===== config.mk =====
export PLATFORM = sky130hd
export DESIGN_NAME = bpf_inst_stream_loader
export DESIGN_NICKNAME = d
export VERILOG_FILES = /design/src/rtl/bpf_inst_stream_loader.sv
export SDC_FILE = /design/constraint.sdc
export NUM_CORES = 1
export LEC_CHECK = 0
export BUFFER_PORTS_ARGS = -buffer_cell sky130_fd_sc_hd__buf_2
export CAP_MARGIN = 25
export CORE_MARGIN = 4
export CORE_UTILIZATION = 53
export DETAILED_ROUTE_END_ITERATION = 6
export GPL_ROUTABILITY_DRIVEN = 0
export PLACE_DENSITY = 0.79
export SLEW_MARGIN = 10
export SYNTH_ARGS = -nofsm -noshare
export SYNTH_HDL_FRONTEND = slang
export SYNTH_SLANG_ARGS = --single-unit

===== constraint.sdc =====
create_clock -name clk -period 7.7 [get_ports clk]
set_input_delay 1.925 -clock clk [delete_from_list [all_inputs] [get_ports clk]]
set_output_delay 1.925 -clock clk [all_outputs]
set_load 0.02 [all_outputs]

===== src/rtl/bpf_inst_stream_loader.sv =====
`default_nettype none
// ============================================================================
// bpf_inst_stream_loader
// Packs a loader stream into instruction words and writes them to instruction
// memory; flags a resident program once a complete, well-formed load finishes.
// Revision: 1.0
// ============================================================================
module bpf_inst_stream_loader #(
   parameter  int LD_DATA_WIDTH   = 32,
   parameter  int CODE_DATA_WIDTH = 64,
   parameter  int INST_MEM_DEPTH  = 512,
   localparam int CODE_ADDR_WIDTH = $clog2(INST_MEM_DEPTH)
) (
   input  logic                       clk,
   input  logic                       rst,
   input  logic [LD_DATA_WIDTH-1:0]   ld_TDATA,
   input  logic                       ld_TVALID,
   input  logic                       ld_TLAST,
   output logic                       ld_TREADY,
   output logic [CODE_ADDR_WIDTH-1:0] inst_wr_addr,
   output logic [CODE_DATA_WIDTH-1:0] inst_wr_data,
   output logic                       inst_wr_en,
   output logic                       control_start,
   output logic [CODE_ADDR_WIDTH:0]   prog_len,
   output logic                       load_err
);

   localparam int c_BEATS  = CODE_DATA_WIDTH / LD_DATA_WIDTH;
   localparam int c_BEAT_W = (c_BEATS > 1) ? $clog2(c_BEATS) : 1;
   localparam logic [CODE_ADDR_WIDTH:0] c_DEPTH = (CODE_ADDR_WIDTH+1)'(INST_MEM_DEPTH);

   typedef enum logic [1:0] {
      ST_IDLE  = 2'd0,
      ST_LOAD  = 2'd1,
      ST_RUN   = 2'd2,
      ST_DRAIN = 2'd3
   } state_t;

   state_t                     r_state,     w_state;
   logic [c_BEAT_W-1:0]        r_beat,      w_beat;
   logic [CODE_ADDR_WIDTH:0]   r_word,      w_word;
   logic [CODE_DATA_WIDTH-1:0] r_asm,       w_asm;
   logic                       r_wr_en,     w_wr_en;
   logic [CODE_ADDR_WIDTH-1:0] r_wr_addr,   w_wr_addr;
   logic [CODE_DATA_WIDTH-1:0] r_wr_data,   w_wr_data;
   logic                       r_start,     w_start;
   logic [CODE_ADDR_WIDTH:0]   r_len,       w_len;
   logic                       r_err,       w_err;

   logic                       w_accept;
   logic                       w_fresh;
   logic                       w_last;
   logic [c_BEAT_W-1:0]        w_cur_beat;
   logic [CODE_ADDR_WIDTH:0]   w_cur_word;
   logic [CODE_DATA_WIDTH-1:0] w_word_data;

   // Ready is unconditional once out of reset.
   assign ld_TREADY = ~rst;
   assign w_accept  = ld_TVALID & ld_TREADY;

   always_comb begin
      w_state   = r_state;
      w_beat    = r_beat;
      w_word    = r_word;
      w_asm     = r_asm;
      w_wr_en   = 1'b0;
      w_wr_addr = r_wr_addr;
      w_wr_data = r_wr_data;
      w_start   = r_start;
      w_len     = r_len;
      w_err     = r_err;

      // A beat arriving in IDLE or RUN opens a fresh program at word 0, beat 0.
      w_fresh    = (r_state == ST_IDLE) || (r_state == ST_RUN);
      w_cur_beat = w_fresh ? '0 : r_beat;
      w_cur_word = w_fresh ? '0 : r_word;
      w_last     = (w_cur_beat == c_BEAT_W'(c_BEATS - 1));

      w_word_data = r_asm;
      for (int k = 0; k < c_BEATS; k++) begin
         if (w_cur_beat == c_BEAT_W'(k)) begin
            w_word_data[k*LD_DATA_WIDTH +: LD_DATA_WIDTH] = ld_TDATA;
         end
      end

      if (w_accept) begin
         if (r_state == ST_DRAIN) begin
            if (ld_TLAST) begin
               w_state = ST_IDLE;
            end
         end else begin
            if (w_fresh) begin
               w_err   = 1'b0;
               w_start = 1'b0;
            end
            w_state = ST_LOAD;
            w_asm   = w_word_data;
            w_word  = w_cur_word;
            if (!w_last) begin
               w_beat = w_cur_beat + 1'b1;
               if (ld_TLAST) begin
                  w_err   = 1'b1;
                  w_state = ST_IDLE;
                  w_beat  = '0;
                  w_word  = '0;
               end
            end else begin
               w_beat = '0;
               if (w_cur_word == c_DEPTH) begin
                  // Memory already full: drop the word and swallow the rest.
                  w_err   = 1'b1;
                  w_word  = '0;
                  w_state = ld_TLAST ? ST_IDLE : ST_DRAIN;
               end else begin
                  w_wr_en   = 1'b1;
                  w_wr_addr = w_cur_word[CODE_ADDR_WIDTH-1:0];
                  w_wr_data = w_word_data;
                  w_word    = w_cur_word + 1'b1;
                  if (ld_TLAST) begin
                     w_len   = w_cur_word + 1'b1;
                     w_start = 1'b1;
                     w_state = ST_RUN;
                  end
               end
            end
         end
      end
   end

   always_ff @(posedge clk or posedge rst) begin
      if (rst) begin
         r_state   <= ST_IDLE;
         r_beat    <= '0;
         r_word    <= '0;
         r_asm     <= '0;
         r_wr_en   <= 1'b0;
         r_wr_addr <= '0;
         r_wr_data <= '0;
         r_start   <= 1'b0;
         r_len     <= '0;
         r_err     <= 1'b0;
      end else begin
         r_state   <= w_state;
         r_beat    <= w_beat;
         r_word    <= w_word;
         r_asm     <= w_asm;
         r_wr_en   <= w_wr_en;
         r_wr_addr <= w_wr_addr;
         r_wr_data <= w_wr_data;
         r_start   <= w_start;
         r_len     <= w_len;
         r_err     <= w_err;
      end
   end

   assign inst_wr_en    = r_wr_en;
   assign inst_wr_addr  = r_wr_addr;
   assign inst_wr_data  = r_wr_data;
   assign control_start = r_start;
   assign prog_len      = r_len;
   assign load_err      = r_err;

endmodule
`default_nettype wire


Word level (Yosys, flattened, before mapping)
Cells that the tools add are included.

word-level totals
  flip-flop bits (word level) = 163
  input port bits = 36
  word-level logic and storage cells = 54

cells by class
  $add $sub $neg = 2
  bitwise operators = 4
  muxes and demuxes = 28
  reduce and logical (&&, ||, !) cells = 6
  equality and inequality tests = 4

operators by type and width
  cell                     count
  $mux W32                 2
  $mux W10                 4
  $mux W1                  16
  $mux W2                  6
  $add A10 B1 Y10 const B  1
  $eq A10 B10 Y1 const B   1
  $reduce_and A5 Y1        1
  $eq A2 B2 Y1 const B     2
  $reduce_and A2 Y1        2
  $reduce_and A4 Y1        1
  $not A1 Y1               3
  $logic_not A2 Y1         1
  $ne A2 B2 Y1 const B     1
  $add A1 B1 Y1 const B    1
  $and A1 B1 Y1            1
  $logic_or A1 B1 Y1       1

Depth between registers and ports, before layout
Gate-level depths: netlist of the first run.

  depth after elaboration = 8
  depth in mapped cells = 7
  depth with buffers taken out = 4

Worst setup path after synthesis of the first run
No wires, ideal clock.

  path kind = input to output
  start = input rst
  end = output ld_TREADY
  path slack = 1.043 ns
  arrival = 4.732 ns
  buffers on the path = 0
  stages on the path = 1
  required time = 5.775 ns
  path through = inv_1

between the ends
  cells in the longest elaborated chain, start to end = 1

ends and longest elaborated chain
  what             line  source
  start, declared  15    input logic rst,
  $not A1 Y1       58    assign ld_TREADY = ~rst;
  end, declared    19    output logic ld_TREADY,

No other way between the ends.

Final worst setup path of the first run
Ends and elaborated chain as after synthesis.

==> reports/results.txt, run 1 <==
Tmin final - 4.639 ns
Reg clk slew, reported paths - 0.06 ns
Rel. slew slack - 36.28%
Die Y-Extent - 108.9 µm
synthesized flop and latch total - 131
most frequent cells in the layout - dfrtp_1 (131), buf_2 (122), mux2_1 (60)
core footprint - 0.009864 mm²
Critical Path AT - 2.71 ns
Cell variety after synth - 38
Root Buffer - clkbuf_8
clk_lat worst skew - 0.50 ns
Starting Density - 54.74%
Iteration-0 DRC Markers - 176
RSZ-0062 raised after global routing - false
CP Class - in2out
vias in the first global route - 3669
Post-Synthesis Net Count - 428
maximum clock insertion buffer count - 2
LEAKAGE - 3.346 nW
Crit. End Element - output pin
outcome - complete, no violations
Hold EP - inst_wr_data[18]$_DFFE_PP0P_
# setup viols final - 0
Post-Synthesis Cells - 392
maxcap violations - 0
Worst Skew - 0.009002 ns
GRT overflow - 0
CP most frequent cell - buf_2
Worst Hold Path Cells - 1
setup bufs post-CTS - 0
TNS Setup - 0 ns
Hold Fails Final Rpt - 0
R2R depth - 4
hpwl dp - 7.333 mm
maximum clock rate - 215.5 MHz
slowest CP cell - inv_4
# nets final - 546
fill count - 729
clk sink count - 131
Ys Warns - 0
cell taking the most area after synthesis - dfrtp_1
area delta synth->final - 25.28%
vias per cell - 5.470
post_cts resized - 0
synth top area cells - dfrtp_1 (61%), mux2_1 (13%), mux2_2 (7.7%)
synthesized area per cell - 13.78 µm²
Final Power - 2.626 mW
total CTS buffers - 17
CTS tree - yes
final wirelength - 11.24 mm
hold wc startpoint - r_asm[18]$_DFFE_PP0P_
DRC - 0
post-synthesis sequential area ratio - 60.70%
initial antenna violation count - 1
WL/cell - 17.14 µm
first-pass GRT wire length - 18.09 mm
Site Rows - 36
CP Launch Type - primary input
hold crit path type - reg2reg
power density cells - 388.2 mW/mm²
CP Cell Sequence - buf_2, inv_4, buf_2
largest net degree at the start of global routing - 88
Final ANT Viol Nets - 0
total track usage - 19.72%
reg2reg setup slack - 4.47 ns
Die ar. - 0.01187 mm²
Slew Limit Fails - 0
total vias in the final route - 3588
Die Wd - 108.9 µm
Slew @ Worst Pin - 0.9558 ns
post-synth top area share - 60.70%
r2r startpoint - r_state[0]$_DFFE_PP0P_
H-tree Lvls - 4
r2r endpoint - inst_wr_data[63]$_DFFE_PP0P_
CP Data Required Time - 5.78 ns
highest net fanout along the worst path - 46
most common cell after layout, fill and taps aside - dfrtp_1
layout cells sized above 1 - 38.81%
synthesized area - 0.005400 mm²
total iterations of the first detailed-routing run - 5
# hold bufs at CTS - 0
Max stage delay on crit path - 0.39 ns
I/O Buffers - 122
I/O pins - 123
Tcrit/Tclk final - 60.25%
Peak VDD IR - 0.2553 mV
n_diodes - 0
==> metrics by stage <==
stage               hold slack (ns)  utilization, %  std cells  instance area, µm²  setup WS (ns)
CTS                          0.4823           68.04        653                6711          3.012
finish                       0.4795           68.58        656                6765          3.061
global route                 0.4947           68.58        656                6765          2.938
detailed placement           0.4685           61.38        621                6055          2.774
global placement             0.4589           61.38        621                6055          2.890
floorplan                    0.4522               -        392                5400          1.043
==> worst max path at each step <==
stage | start | to | slack, ns | cells past startpoint
3_5_place_dp | rst | inst_wr_data[56]$_DFFE_PP0P_ | 2.77 | 5
4_1_cts | rst | ld_TREADY | 3.01 | 3
3_3_place_gp | rst | inst_wr_data[61]$_DFFE_PP0P_ | 2.89 | 5
5_1_grt | rst | ld_TREADY | 2.94 | 3
2_1_floorplan | rst | ld_TREADY | 1.04 | 1
6_report | rst | ld_TREADY | 3.06 | 3
==> logic make-up after synthesis <==
kind of cell    share of synthesized area (%)
flops                                   60.70
mux                                     23.01
compound gates                          6.395
simple gates                            5.306
buf+inv                                 3.290
xor+xnor                                1.298
==> cells in the mapped netlist (all sizes together) <==
library cell and instances:
dfrtp 131, or3 2, nor2 2, and4 2, mux2i 15, o211ai 1
a311oi 1, o31ai 1, nand3 9, a22o 3, a41oi 1, mux2 97
a21o 2, buf 18, o21ai 14, a21bo 4, clkbuf 9, nor4b 2
xnor2 6, xor2 2, o2bb2a 1, nand2b 3, a21oi 10, a31oi 13
and2 4, nand2 15, inv 10, o22ai 2, nand4 6, o21a 1
nand3b 1, nor3 4
==> power by group <==
part | switching, mW | leakage (nW) | internal [mW]
clock | 0.293 | 0.319 | 0.588
combinational | 0.424 | 1.41 | 0.275
sequential | 0.132 | 1.62 | 0.915
==> state kept, by name, indices dropped and copies added, names as in the netlist, 2 cells and up <==
signal,flops
inst_wr_data,64
r_state,2
prog_len,10
r_word,10
inst_wr_addr,9
r_asm,32
==> metal layers <==
| layer | vias to the layer above | global-route usage [%] | wire (µm) | share of wire, % |
|---|---|---|---|---|
| met5 | - | 0 | 13 | 0.12 |
| met2 | 148 | 32.19 | 5723 | 51 |
| met4 | 2 | 6.943 | 207 | 1.8 |
| met3 | 27 | 7.342 | 815 | 7.2 |
| met1 | 1771 | 24.12 | 4484 | 40 |
| li1 | 1640 | - | - | - |
==> layout make-up <==
type / count / area, µm² / area share (%)
timing repair buffer: 126 / 671.9 / 9.932
inverter: 10 / 40.04 / 0.5918
clock buffer: 21 / 459.2 / 6.787
sequential: 131 / 3278 / 48.46
multi-input combinational: 224 / 1952 / 28.85
tap: 133 / 166.4 / 2.460
clock inverter: 11 / 197.7 / 2.922
==> worst max-delay path: cells and delay by family <==
kind | cells | cell delay, ns
buffers and inverters | 3 | 0.78
Note: power is estimated with default switching activity, not from simulation.
==> run 2, diff against run 1 <==
==> constraint.sdc (replaced) <==
create_clock -name clk -period 4.4 [get_ports clk]
set_input_delay 1.1 -clock clk [delete_from_list [all_inputs] [get_ports clk]]
set_output_delay 1.1 -clock clk [all_outputs]
set_load 0.02 [all_outputs]
==> reports/results.txt, run 2 (synthesis gave the netlist of run 1 again) <==
# hold bufs at CTS - 0 (unchanged)
H-tree Lvls - 4 (unchanged)
Post-DP Area - 0.006086 mm² (was 0.006055 mm²)
I/O pins - 123 (unchanged)
reg2reg setup slack - 1.56 ns (was 4.47 ns)
Fin Hold WS - 0.4786 ns (was 0.4795 ns)
part of the power in registers - 41.4% (was 39.9%)
TNS Setup - 0 ns (unchanged)
largest net degree at the start of global routing - 69 (was 88)
Peak VDD IR - 0.3778 mV (was 0.2553 mV)
setup bufs post-CTS - 0 (unchanged)
vias in the first global route - 3687 (was 3669)
hold crit path type - reg2reg (unchanged)
Sw Pwr - 1.485 mW (was 0.8486 mW)
Iteration-0 DRC Markers - 180 (was 176)
core footprint - 0.009864 mm² (unchanged)
clk_lat worst skew - 0.51 ns (was 0.50 ns)
internal power - 2.907 mW (was 1.778 mW)
total track usage - 19.56% (was 19.72%)
Die Y-Extent - 108.9 µm (unchanged)
Site Rows - 36 (unchanged)
Worst Skew - 0.007801 ns (was 0.009002 ns)
WL/cell - 16.48 µm (was 17.14 µm)
initial antenna violation count - 1 (unchanged)
GRT overflow - 0 (unchanged)
Clock Power Share - 30.9% (was 33.5%)
Slew @ Worst Pin - 0.9374 ns (was 0.9558 ns)
vias per cell - 5.452 (was 5.470)
Final ANT Viol Nets - 0 (unchanged)
highest net fanout along the worst path - 68 (was 46)
maximum clock rate - 352.0 MHz
Design Area, Final - 0.006666 mm² (was 0.006765 mm²)
hpwl dp - 7.383 mm (was 7.333 mm)
Worst Hold Path Cells - 1 (unchanged)
Final Power - 4.392 mW (was 2.626 mW)
Rel. slew slack - 37.51% (was 36.28%)
maximum clock insertion buffer count - 2 (unchanged)
CTS tree - yes (unchanged)
maxcap violations - 0 (unchanged)
pre-CTS setup slack - 1.034 ns (was 2.774 ns)
CP Launch Type - flip-flop (was primary input)
Max stage delay on crit path - 0.85 ns (was 0.39 ns)
Die Wd - 108.9 µm (unchanged)
Critical Path AT - 3.23 ns (was 2.71 ns)
DRC - 0 (unchanged)
slowest CP cell - dfrtp_1 (was inv_4)
final wirelength - 10.83 mm (was 11.24 mm)
total CTS buffers - 17 (unchanged)
I/O Buffers - 122 (unchanged)
combinational share of power - 27.7% (was 26.6%)
Starting Density - 54.74% (unchanged)
Root Buffer - clkbuf_8 (unchanged)
LEAKAGE - 3.290 nW (was 3.346 nW)
total vias in the final route - 3582 (was 3588)
Slew Limit Fails - 0 (unchanged)
Crit. End Element - flip-flop (was output pin)
Hold Fails Final Rpt - 0 (unchanged)
Tmin final - 2.841 ns
clk sink count - 131 (unchanged)
Switching Share - 33.81% (was 32.31%)
RSZ-0062 raised after global routing - false (unchanged)
n_diodes - 0 (unchanged)
most frequent cells in the layout - dfrtp_1 (131), buf_2 (122), mux2_1 (60) (unchanged)
CP Class - reg2reg (was in2out)
area delta synth->final - 23.45% (was 25.28%)
Die ar. - 0.01187 mm² (unchanged)
final worst slack - 1.559 ns (was 3.061 ns)
R2R depth - 5 (was 4)
most common cell after layout, fill and taps aside - dfrtp_1 (unchanged)
post_cts resized - 0 (unchanged)
first-pass GRT wire length - 17.94 mm (was 18.09 mm)
CP Cell Sequence - nor4b_1, nand3_1, buf_4, nand2_4, mux2_2 (was buf_2, inv_4, buf_2)
power density cells - 658.8 mW/mm² (was 388.2 mW/mm²)
total iterations of the first detailed-routing run - 5 (unchanged)
Reg clk slew, reported paths - 0.06 ns (about the same)
Tcrit/Tclk final - 64.56%
CP Data Required Time - 4.79 ns (was 5.78 ns)
layout cells sized above 1 - 39.12% (was 38.81%)
# setup viols final - 0 (unchanged)
outcome - complete, no violations (unchanged)
max reg flops - 64 (unchanged)
# nets final - 547 (was 546)
## run 2: cell type report
cell class / count / area, µm²
inverters: 10 / 41.29
fillers: 704 / 3198
clock inverters: 14 / 152.6
well taps: 133 / 166.4
flip-flops and latches: 131 / 3278
repair buffers: 127 / 648.1
multi-input cells: 224 / 1952
clock buffers: 18 / 427.9
## run 2: final timing paths
check,start,to
setup / recovery,r_state[0]$_DFFE_PP0P_,inst_wr_data[63]$_DFFE_PP0P_
hold / removal,r_asm[11]$_DFFE_PP0P_,inst_wr_data[11]$_DFFE_PP0P_
setup reg to reg,r_state[0]$_DFFE_PP0P_,inst_wr_data[63]$_DFFE_PP0P_
hold reg to reg,r_asm[11]$_DFFE_PP0P_,inst_wr_data[11]$_DFFE_PP0P_
max in group asynchronous,rst,prog_len[0]$_DFFE_PP0P_
min in group asynchronous,rst,inst_wr_data[6]$_DFFE_PP0P_
## run 2: critical path: cells and delay by family (launching register included)
kind          cells  cell delay [ns]
buf+inv           1             0.26
simple gates      3             1.08
flops             1             0.85
mux               1             0.42
## run 2: routing by layer
layer  up-vias  part of all wire, %  global-route usage, %
li1       1650                    -                      -
met1      1797                   42                  24.98
met2       117                   50                  31.23
met3        16                  6.8                  6.157
met4         2                  1.2                  7.665
met5         -                0.065                      0
## run 2: through the flow
stage          utilization, %  std cells
6_report                67.58        657
4_1_cts                 67.58        657
2_1_floorplan               -        392
3_3_place_gp            61.69        625
5_1_grt                 67.58        657
3_5_place_dp            61.69        625
## run 2: power groups by stage
stage	registers (mW)	logic, mW	clock network, mW
detailed placement	1.84	1.24	0
CTS	1.82	1.24	1.38
finish	1.82	1.22	1.36
global placement	1.81	1.21	0
global route	1.87	1.32	1.44
floorplan	2.20	0.403	0
